==> config.mk <==
export PLATFORM = sky130hd
export DESIGN_NAME = wb_arb
export DESIGN_NICKNAME = d
export VERILOG_FILES = /design/src/rtl/wb_arb_pkg.sv /design/src/rtl/wb_arb_en_reg.sv /design/src/rtl/wb_arb_onehot_dec.sv /design/src/rtl/wb_arb.sv
export SDC_FILE = /design/constraint.sdc
export NUM_CORES = 1
export LEC_CHECK = 0
export ABC_AREA = 1
export ABC_CLOCK_PERIOD_IN_PS = 3950
export CORE_MARGIN = 2
export CORE_UTILIZATION = 48
export DETAILED_ROUTE_END_ITERATION = 10
export PLACE_DENSITY_LB_ADDON = 0.1
export SKIP_CTS_REPAIR_TIMING = 1
export SLEW_MARGIN = 30
export SYNTH_ARGS = -nofsm -noshare
export SYNTH_HDL_FRONTEND = slang
export SYNTH_SLANG_ARGS = --single-unit
==> constraint.sdc <==
create_clock -name i_clk -period 3.95 [get_ports i_clk]
set_input_delay 0.79 -clock i_clk [delete_from_list [all_inputs] [get_ports i_clk]]
set_output_delay 0.79 -clock i_clk [all_outputs]
set_load 0.005 [all_outputs]
==> src/rtl/wb_arb_pkg.sv <==
// Shared configuration and types for the register-file write arbiter.
// RW / REGNO / REGNO_LOG defaults live here and nowhere else.
package wb_arb_pkg;

    localparam int unsigned CFG_RW        = 16;
    localparam int unsigned CFG_REGNO     = 8;
    localparam int unsigned CFG_REGNO_LOG = 3;

    // EMPTY: skid buffer free; HELD: one execute result parked behind a memory write
    typedef enum logic {
        StEmpty,
        StHeld
    } arb_state_e;

endpackage

==> src/rtl/wb_arb_en_reg.sv <==
// Enable register cell with asynchronous active-high reset to zero.
module en_reg #(
    parameter int unsigned W = 1
) (
    input  logic         i_clk,
    input  logic         i_rst,
    input  logic         i_en,
    input  logic [W-1:0] i_d,
    output logic [W-1:0] o_q
);

    logic [W-1:0] r_q;

    always_ff @(posedge i_clk or posedge i_rst) begin
        if (i_rst) begin
            r_q <= '0;
        end else if (i_en) begin
            r_q <= i_d;
        end
    end

    assign o_q = r_q;

endmodule

==> src/rtl/wb_arb_onehot_dec.sv <==
// Index to one-hot decoder with an enable; output is all-zero when disabled.
module onehot_dec #(
    parameter int unsigned N = 8,
    parameter int unsigned W = 3
) (
    input  logic         i_en,
    input  logic [W-1:0] i_idx,
    output logic [N-1:0] o_oh
);

    always_comb begin
        o_oh = '0;
        for (int i = 0; i < N; i++) begin
            o_oh[i] = i_en && (i_idx == W'(i));
        end
    end

endmodule

==> src/rtl/wb_arb.sv <==
// Register-file write arbiter: memory load results win over execute results, which
// park in a one-entry skid buffer on collision. Also tracks outstanding loads.
module wb_arb
    import wb_arb_pkg::*;
#(
    parameter int unsigned RW        = CFG_RW,
    parameter int unsigned REGNO     = CFG_REGNO,
    parameter int unsigned REGNO_LOG = CFG_REGNO_LOG
) (
    input  logic                 i_clk,
    input  logic                 i_rst,
    input  logic                 i_ex_valid,
    output logic                 o_ex_ready,
    input  logic [REGNO_LOG-1:0] i_ex_rd,
    input  logic [RW-1:0]        i_ex_d,
    input  logic                 i_ld_issue,
    input  logic [REGNO_LOG-1:0] i_ld_rd,
    input  logic                 i_mem_valid,
    input  logic [REGNO_LOG-1:0] i_mem_rd,
    input  logic [RW-1:0]        i_mem_d,
    output logic                 o_gie,
    output logic [REGNO-1:0]     o_ie,
    output logic [RW-1:0]        o_d,
    output logic [REGNO-1:0]     o_busy,
    output logic                 o_err
);

    arb_state_e             r_state;
    arb_state_e             w_state_nxt;
    logic                   w_accept;
    logic                   w_hold_load;
    logic                   w_sel_valid;
    logic [REGNO_LOG-1:0]   w_sel_rd;
    logic [RW-1:0]          w_sel_d;
    logic [REGNO_LOG-1:0]   r_hold_rd;
    logic [RW-1:0]          r_hold_d;
    logic [REGNO-1:0]       w_sel_oh;
    logic [REGNO-1:0]       w_set_oh;
    logic [REGNO-1:0]       w_clr_oh;
    logic [REGNO-1:0]       r_busy;
    logic [REGNO-1:0]       w_busy_d;
    logic                   r_err;
    logic                   w_err_d;

    // Ready depends only on the skid state, never on i_mem_valid
    assign o_ex_ready = (r_state == StEmpty);
    assign w_accept   = i_ex_valid && o_ex_ready;

    always_ff @(posedge i_clk or posedge i_rst) begin
        if (i_rst) begin
            r_state <= StEmpty;
        end else begin
            r_state <= w_state_nxt;
        end
    end

    always_comb begin
        w_state_nxt = r_state;
        unique case (r_state)
            StEmpty: if (w_accept && i_mem_valid) w_state_nxt = StHeld;
            StHeld:  if (!i_mem_valid)            w_state_nxt = StEmpty;
            default: w_state_nxt = StEmpty;
        endcase
    end

    always_comb begin
        w_sel_valid = 1'b0;
        w_sel_rd    = i_ex_rd;
        w_sel_d     = i_ex_d;
        w_hold_load = 1'b0;
        if (i_mem_valid) begin
            w_sel_valid = 1'b1;
            w_sel_rd    = i_mem_rd;
            w_sel_d     = i_mem_d;
            w_hold_load = w_accept;
        end else if (r_state == StHeld) begin
            w_sel_valid = 1'b1;
            w_sel_rd    = r_hold_rd;
            w_sel_d     = r_hold_d;
        end else if (w_accept) begin
            w_sel_valid = 1'b1;
        end
    end

    en_reg #(.W(REGNO_LOG + RW)) u_hold (
        .i_clk (i_clk),
        .i_rst (i_rst),
        .i_en  (w_hold_load),
        .i_d   ({i_ex_rd, i_ex_d}),
        .o_q   ({r_hold_rd, r_hold_d})
    );

    onehot_dec #(.N(REGNO), .W(REGNO_LOG)) u_dec_wr (
        .i_en  (w_sel_valid),
        .i_idx (w_sel_rd),
        .o_oh  (w_sel_oh)
    );

    onehot_dec #(.N(REGNO), .W(REGNO_LOG)) u_dec_set (
        .i_en  (i_ld_issue),
        .i_idx (i_ld_rd),
        .o_oh  (w_set_oh)
    );

    onehot_dec #(.N(REGNO), .W(REGNO_LOG)) u_dec_clr (
        .i_en  (i_mem_valid),
        .i_idx (i_mem_rd),
        .o_oh  (w_clr_oh)
    );

    en_reg #(.W(1)) u_gie (
        .i_clk (i_clk),
        .i_rst (i_rst),
        .i_en  (1'b1),
        .i_d   (w_sel_valid),
        .o_q   (o_gie)
    );

    en_reg #(.W(REGNO)) u_ie (
        .i_clk (i_clk),
        .i_rst (i_rst),
        .i_en  (1'b1),
        .i_d   (w_sel_oh),
        .o_q   (o_ie)
    );

    en_reg #(.W(RW)) u_d (
        .i_clk (i_clk),
        .i_rst (i_rst),
        .i_en  (w_sel_valid),
        .i_d   (w_sel_d),
        .o_q   (o_d)
    );

    // Set wins over clear so a same-cycle return/reissue keeps the register pending
    assign w_busy_d = (r_busy & ~w_clr_oh) | w_set_oh;
    assign w_err_d  = r_err || (i_mem_valid && ((r_busy & w_clr_oh) == '0));

    en_reg #(.W(REGNO)) u_busy (
        .i_clk (i_clk),
        .i_rst (i_rst),
        .i_en  (1'b1),
        .i_d   (w_busy_d),
        .o_q   (r_busy)
    );

    en_reg #(.W(1)) u_err (
        .i_clk (i_clk),
        .i_rst (i_rst),
        .i_en  (1'b1),
        .i_d   (w_err_d),
        .o_q   (r_err)
    );

    assign o_busy = r_busy;
    assign o_err  = r_err;

endmodule

* Word level (Yosys, flattened, before mapping) *
Index checks and enable logic that the tools add are counted.

storage, ports and cells
  logic and storage cells = 76
  bits of input ports = 46
  register bits after elaboration = 54
  output and inout port bits = 35

cells by class
  bitwise operators = 5
  multiplexer cells = 11
  equal/unequal tests = 21
  reduce and logical (&&, ||, !) cells = 32

operators with widths
  operator                                             number
  equality test 3 bit, second input constant           12
  two-way mux 16 bit                                   2
  logical AND 1 bit                                    27
  equality test 3 x 2 -> 1 bit, second input constant  6
  AND 8 bit                                            2
  equality test 3 x 1 -> 1 bit, second input constant  3
  zero test 3 bit                                      3
  zero test 8 bit                                      1
  NOT 8 bit                                            1
  OR 8 bit                                             1
  two-way mux 1 bit                                    6
  two-way mux 3 bit                                    2
  one-hot mux 1 bit (2 select lines)                   1
  logical OR 1 bit                                     1
  NOT 1 bit                                            1

* Longest topological paths before layout *
Gate-level depths: netlist of run 1.

  depth in word-level cells = 6
  gate-level depth with buffers = 8

* Hierarchy *
A second synthesis of run 1 with hierarchy kept.

second synthesis, totals
  cells, all modules = 409
  area total of the unflattened synthesis = 3011.6 um2

by module, submodules not included
  module                cells each  instances  area an instance (um2)
  en_reg at u_hold      81          1          742.0
  wb_arb                126         1          724.4
  en_reg at u_d         69          1          648.1
  en_reg at u_busy ...  35          2          309.0
  onehot_dec            17          3          63.8
  en_reg at u_err ...   6           2          43.8

* Worst setup path before layout of run 1 *
OpenSTA, ideal clock, no wires.

  kind = register -> output
  start = register r_state
  end = output port o_ex_ready
  path buffers = 1
  slack = 2.408 ns
  cell stages (with the launch flop) = 3
  data required time = 3.160 ns
  arrival time = 0.752 ns
  cells stage by stage = dfrtp_1 inv_2 buf_2

between the ends
  word-level cells in the longest chain between the ends = 1

ends and longest elaborated chain
  item                    line          RTL
  from (decl)             wb_arb.sv:28  arb_state_e r_state;
  from (signal assigned)  wb_arb.sv:51  r_state <= StEmpty;
  from (signal assigned)  wb_arb.sv:53  r_state <= w_state_nxt;
  NOT 1 bit               n/a
  to (decl)               wb_arb.sv:13  output logic o_ex_ready,

No other way between the ends.

* Worst setup path in the final report of run 1 *
Ends and elaborated chain as after synthesis.

==> results of run 1 <==
==> worst max-delay path: cells and delay by family, from the launching register on <==
kind / cells / cell delay [ns]
flip-flops: 1 / 0.45
buffers and inverters: 2 / 1.06
==> through the flow <==
stage	std cells	hold WS [ns]	power, W	instance area (um^2)
4_1_cts	444	0.480	0.00129	3450
6_report	444	0.478	0.00128	3450
5_1_grt	444	0.508	0.00136	3450
3_3_place_gp	436	0.456	0.000976	3350
3_5_place_dp	436	0.457	0.000986	3350
2_1_floorplan	298	0.454	0.000823	2580
==> registers in the layout (all words and copies together), names as in the netlist <==
signal      count
r_state         1
u_d.o_q        16
u_err.o_q       1
u_ie.o_q        8
u_busy.o_q      8
u_hold.o_q     19
u_gie.o_q       1
==> report_power, final <==
part           internal (W)  total [W]  switching [W]
combinational      0.000166   0.000301       0.000135
sequential         0.000627   0.000671      0.0000446
clock              0.000142   0.000308       0.000166
total              0.000934    0.00128       0.000345
==> area by class of cell <==
cell class	instances	area share, %
Timing Repair Buffer	82	23.7
Tap cell	70	2.54
Clock buffer	7	2.51
Clock inverter	1	0.145
Inverter	38	4.14
Sequential cell	54	39.2
Multi-Input combinational cell	192	27.8
==> placed cells by master (no fill, tap or decap), types with 3 or more instances in the layout <==
| master | count |
|---|---|
| a31oi_1 | 16 |
| clkbuf_8 | 6 |
| clkdlybuf4s50_1 | 80 |
| dfrtp_1 | 54 |
| inv_1 | 34 |
| inv_2 | 4 |
| nand2_1 | 74 |
| nand2_2 | 3 |
| nand3_1 | 9 |
| nor2_1 | 31 |
| o211ai_1 | 16 |
| o21ai_0 | 24 |
| o21ai_2 | 13 |
==> routing by layer <==
layer / up-vias / routed length (um) / GRT usage (%)
met1: 997 / 2540 / 28.4
met4: 0 / 47 / 7.32
met2: 61 / 2850 / 35.7
met5: - / 0 / 0
met3: 4 / 256 / 3.65
li1: 1119 / - / -
==> worst min path at each step <==
stage,slack [ns],to,depth (start not counted)
finish,0.48,u_err.o_q$_DFF_PP0_,2
global route,0.51,u_hold.o_q[7]$_DFFE_PP0P_,2
CTS,0.48,u_err.o_q$_DFF_PP0_,2
detailed placement,0.46,u_err.o_q$_DFF_PP0_,2
global placement,0.46,u_err.o_q$_DFF_PP0_,2
floorplan,0.45,u_hold.o_q[10]$_DFFE_PP0P_,2
==> logic make-up (layout without fill, tap and decap cells) <==
| kind of cell | after synthesis | count (layout) | synth area share (%) |
|---|---|---|---|
| and+or+nand+nor | 120 | 120 | 18.6 |
| buffers and inverters | 52 | 128 | 10.5 |
| DFF | 54 | 54 | 52.4 |
| AOI/OAI and AO/OA | 72 | 72 | 18.5 |
==> results by group, run 1 <==
Clock tree
  – Number of clock sinks: 54
  – H-tree depth reported by CTS: 2
  – Number of buffers created by CTS: 5
  – CTS tree: yes
  – Worst-path clk slew: 0.09 ns
  – CTS root buf: clkbuf_8
  – Clk buf depth: 2
  – Worst skew pair latency: 0.30 ns

Synthesis
  – Post-synth EDFFs: 0
  – Top post-synthesis cells by area: dfrtp_1 (52%), nand2_1 (11%), inv_1 (5.1%)
  – Seq/Total Area, Yosys: 52.4%
  – Synthesized area: 2580 um^2
  – Post-synth top area share: 52.4%
  – Syn nets: 344
  – Synth Instances: 298
  – Yosys top cell by area: dfrtp_1
  – Asr flop ratio synth: 100%
  – Most instantiated cells after synthesis: nand2_1 (74), dfrtp_1 (54), inv_1 (35)
  – Cell with the most instances after synthesis: nand2_1
  – Warnings from Yosys: 0
  – Mapped Avg Cell Area: 8.65 um^2
  – Synth Register Bits: 54
  – Yosys cell types: 20
  – Ys flop type: dfrtp_1

Detailed routing
  – DRC Markers: 0
  – Routed Antenna Nets: 0
  – First DRT Iteration DRCs: 157
  – Via-to-Cell Ratio: 4.91
  – WL/cell: 12.8 um
  – Via count: 2181
  – TritonRoute pass-1 iters: 5
  – Drt total wl: 5700 um

STA
  – Setup slack after layout: 1.34 ns
  – Final Max Slew Viols: 0
  – Fin Setup TNS: 0 ns
  – Max-slew headroom: 48.2%
  – Actual slew at the worst max-slew pin: 0.776 ns
  – RSZ-0062 raised after global routing: no
  – Setup Skew: 0.00547 ns
  – Final period util: 66.0%
  – Min Tclk post-route: 2.61 ns
  – # setup viols final: 0
  – Endpoints failing hold: 0
  – Max Fclk: 0.384 GHz

Global route
  – Vias in the first global route: 2144
  – GRT Overall Usage: 21.4%
  – First-pass GRT wire length: 10200 um
  – Gr ovfl total: 0
  – Pin count of the biggest net entering global routing: 39
  – Antenna violations before repair: 0

Power and ir drop
  – Leak: 1.60 nW
  – Power density over the cells: 371 nW/um^2
  – VDD IR max: 0.000238 V

Setup path
  – Critical path launch point: r_state$_DFF_PP0_
  – Peak per-stage delay on the critical path: 0.61 ns
  – Worst r2r dst: u_hold.o_q[5]$_DFFE_PP0P_
  – R2R cell count: 3
  – Critical R2R Launch: r_state$_DFF_PP0_
  – CP Capture Point: o_ex_ready
  – Setup crit end kind: primary output
  – Cell Chain, Critical Path: inv_2, clkdlybuf4s50_1
  – Critical Path Start Type: register
  – CP max stage cell: clkdlybuf4s50_1
  – Crit path DAT: 1.82 ns
  – CP Class: reg -> out
  – Crit-path max FO: 36
  – Reg2Reg Setup Slack: 1.77 ns
  – WP data required: 3.16 ns

Cells and area
  – FF/Latch Area: 1350 um^2
  – Area growth syn-to-layout: 33.6%
  – Post-layout net count: 419
  – Multi-input gate area: 957 um^2
  – FILL cells: 484
  – Core Util, Final: 67.0%
  – Share of layout cells above drive strength 1: 8.82%
  – ANT cells: 0

Place
  – Pre-CTS WS: 1.16 ns
  – # port buffers: 80
  – DP Wirelength: 4170 um
  – Placer Congestion: 0.808

Floorplanning
  – Core area: 5140 um^2
  – Die area: 5970 um^2
  – I/O pin count: 81
  – Die H: 77.3 um
  – Die width: 77.3 um
  – Initial core utilization: 50.2%
  – Row Count: 26

Worst hold path
  – Worst Hold Class: reg -> reg
  – Hold_sp: u_err.o_q$_DFF_PP0_

Run
  – Max_cap viols: 0

Run status
  – Status: complete, no violations
No activity file was read; power rests on OpenSTA's default activity.
==> inputs of run 2 (changes only) <==
- ABC_CLOCK_PERIOD_IN_PS: 3950 -> 2700
- CORE_UTILIZATION: 48 -> 46
- clock period: 3.95 -> 2.7 ns (I/O delays scaled with it)
==> results by group, run 2 (synthesis gave the netlist of run 1 again) <==
Run status
  – Status: complete, no violations (unchanged)

STA
  – Final Max Slew Viols: 0 (unchanged)
  – Max-slew headroom: 75.2% (was 48.2%)
  – Max Fclk: 0.527 GHz
  – Fin Setup TNS: 0 ns (unchanged)
  – Setup Skew: 0.00442 ns (was 0.00547 ns)
  – RSZ-0062 raised after global routing: no (unchanged)
  – Endpoints failing hold: 0 (unchanged)
  – Actual slew at the worst max-slew pin: 0.370 ns (was 0.776 ns)
  – # setup viols final: 0 (unchanged)
  – Hold slack: 0.478 ns (about the same)
  – Final period util: 70.3%
  – Min Tclk post-route: 1.90 ns

Clock tree
  – Clk buf depth: 2 (unchanged)
  – H-tree depth reported by CTS: 2 (unchanged)
  – CTS tree: yes (unchanged)
  – Worst skew pair latency: 0.30 ns (about the same)
  – Worst-path clk slew: 0.09 ns (about the same)
  – Number of clock sinks: 54 (unchanged)
  – Number of buffers created by CTS: 5 (unchanged)
  – CTS root buf: clkbuf_8 (unchanged)

Setup path
  – CP Class: reg -> out (unchanged)
  – CP max stage cell: clkdlybuf4s50_1 (unchanged)
  – Worst r2r dst: u_ie.o_q[1]$_DFF_PP0_ (was u_hold.o_q[5]$_DFFE_PP0P_)
  – Crit path DAT: 1.36 ns (was 1.82 ns)
  – Crit-path max FO: 6 (was 36)
  – Critical Path Start Type: register (unchanged)
  – Reg2Reg Setup Slack: 1.22 ns (was 1.77 ns)
  – Setup crit end kind: primary output (unchanged)
  – R2R cell count: 6 (was 3)
  – Critical R2R Launch: r_state$_DFF_PP0_ (unchanged)
  – Peak per-stage delay on the critical path: 0.50 ns (was 0.61 ns)
  – WP data required: 2.16 ns (was 3.16 ns)
  – Cell Chain, Critical Path: inv_2, clkdlybuf4s50_1 (unchanged)

Detailed routing
  – TritonRoute pass-1 iters: 4 (was 5)
  – Routed Antenna Nets: 0 (unchanged)
  – WL/cell: 12.6 um (was 12.8 um)
  – First DRT Iteration DRCs: 91 (was 157)
  – DRC Markers: 0 (unchanged)
  – Drt total wl: 5680 um (was 5700 um)
  – Via-to-Cell Ratio: 4.94 (was 4.91)
  – Via count: 2222 (was 2181)

Power and ir drop
  – VDD IR max: 0.000366 V (was 0.000238 V)
  – Leak: 1.64 nW (was 1.60 nW)
  – Power density over the cells: 561 nW/um^2 (was 371 nW/um^2)

Global route
  – Antenna violations before repair: 0 (unchanged)
  – Gr ovfl total: 0 (unchanged)
  – First-pass GRT wire length: 9710 um (was 10200 um)
  – Vias in the first global route: 2084 (was 2144)
  – GRT Overall Usage: 19.8% (was 21.4%)
  – Pin count of the biggest net entering global routing: 55 (was 39)

Worst hold path
  – Hold_sp: u_err.o_q$_DFF_PP0_ (unchanged)
  – Worst Hold Class: reg -> reg (unchanged)
  – Hold depth: 2 (unchanged)
  – Hold endpoint: u_err.o_q$_DFF_PP0_ (unchanged)

Place
  – Placer Congestion: 0.794 (was 0.808)
  – # port buffers: 80 (unchanged)
  – Post-DP Area: 3410 um^2 (was 3350 um^2)
  – DP Wirelength: 4120 um (was 4170 um)

Cells and area
  – ANT cells: 0 (unchanged)
  – Core Util, Final: 64.3% (was 67.0%)
  – FILL cells: 485 (was 484)
  – Max FFs per register: 19 (unchanged)
  – Post-layout net count: 424 (was 419)
  – Most frequent cells in the layout: clkdlybuf4s50_1 (80), nand2_1 (74), dfrtp_1 (54) (unchanged)
  – Most common cell after layout, fill and taps aside: clkdlybuf4s50_1 (unchanged)
  – Final instance area: 3520 um^2 (was 3450 um^2)
  – Area growth syn-to-layout: 36.5% (was 33.6%)
  – Share of layout cells above drive strength 1: 10.1% (was 8.82%)

Floorplanning
  – Initial core utilization: 47.1% (was 50.2%)
  – Die width: 78.9 um (was 77.3 um)
  – Row Count: 27 (was 26)
  – Core area: 5470 um^2 (was 5140 um^2)
  – Die H: 78.9 um (was 77.3 um)
  – I/O pin count: 81 (unchanged)
  – Die area: 6220 um^2 (was 5970 um^2)

Run
  – Max_cap viols: 0 (unchanged)
==> run 2: cell count changes in the layout (fill, tap and decap cells not counted) <==
cell       delta
buf_12        +1
bufinv_16     +1
buf_4         +4
clkinv_2      -1
clkbuf_1      -1
==> run 2: worst max-delay path by stage <==
stage          slack (ns)  cells past startpoint                         end         startpoint
2_1_floorplan        0.85                      1           r_state$_DFF_PP0_              i_rst
3_5_place_dp         0.51                      6      u_d.o_q[0]$_DFFE_PP0P_        i_mem_valid
5_1_grt              0.67                      4  u_hold.o_q[10]$_DFFE_PP0P_        i_mem_valid
4_1_cts              0.79                      2                  o_ex_ready  r_state$_DFF_PP0_
6_report             0.80                      2                  o_ex_ready  r_state$_DFF_PP0_
3_3_place_gp         0.56                      6      u_d.o_q[0]$_DFFE_PP0P_        i_mem_valid
==> run 2: power by group <==
group,total [W],internal [W],leakage (nW),switching [W]
Clock,0.000549,0.000297,0.0573,0.000252
Combinational,0.000447,0.000250,0.924,0.000197
Sequential,0.000980,0.000916,0.658,0.0000635
Total,0.00198,0.00146,1.64,0.000513
==> run 2: per-layer routing <==
metal  global-route usage (%)  part of all wire, %  wire (um)  up-vias
met5                        0                    0          0        -
met4                     5.86                  1.2         70        0
met3                     4.20                  5.2        295        6
met2                     33.9                   49       2760       59
met1                     25.5                   45       2560     1027
li1                         -                    -          -     1130
==> run 2: layout make-up <==
type / instances / area [um^2] / area share (%)
clock buffer: 6 / 82.6 / 2.35
clock inverter: 1 / 30.0 / 0.853
inverter: 38 / 143 / 4.05
multi-input combinational: 192 / 957 / 27.2
sequential: 54 / 1350 / 38.4
tap: 72 / 90.1 / 2.56
timing repair buffer: 87 / 866 / 24.6
==> run 2: critical path: cells and delay by family (launching register included) <==
family | cells | cell delay [ns]
flops | 1 | 0.45
buf+inv | 2 | 0.61
==> run 2: per-stage QoR <==
stage	setup slack (ns)	std cells	power, W
after detailed placement	0.511	443	0.00145
after global routing	0.674	450	0.00210
final	0.802	450	0.00198
after floorplan	0.845	298	0.00120
after global placement	0.562	443	0.00144
after CTS	0.788	450	0.00200
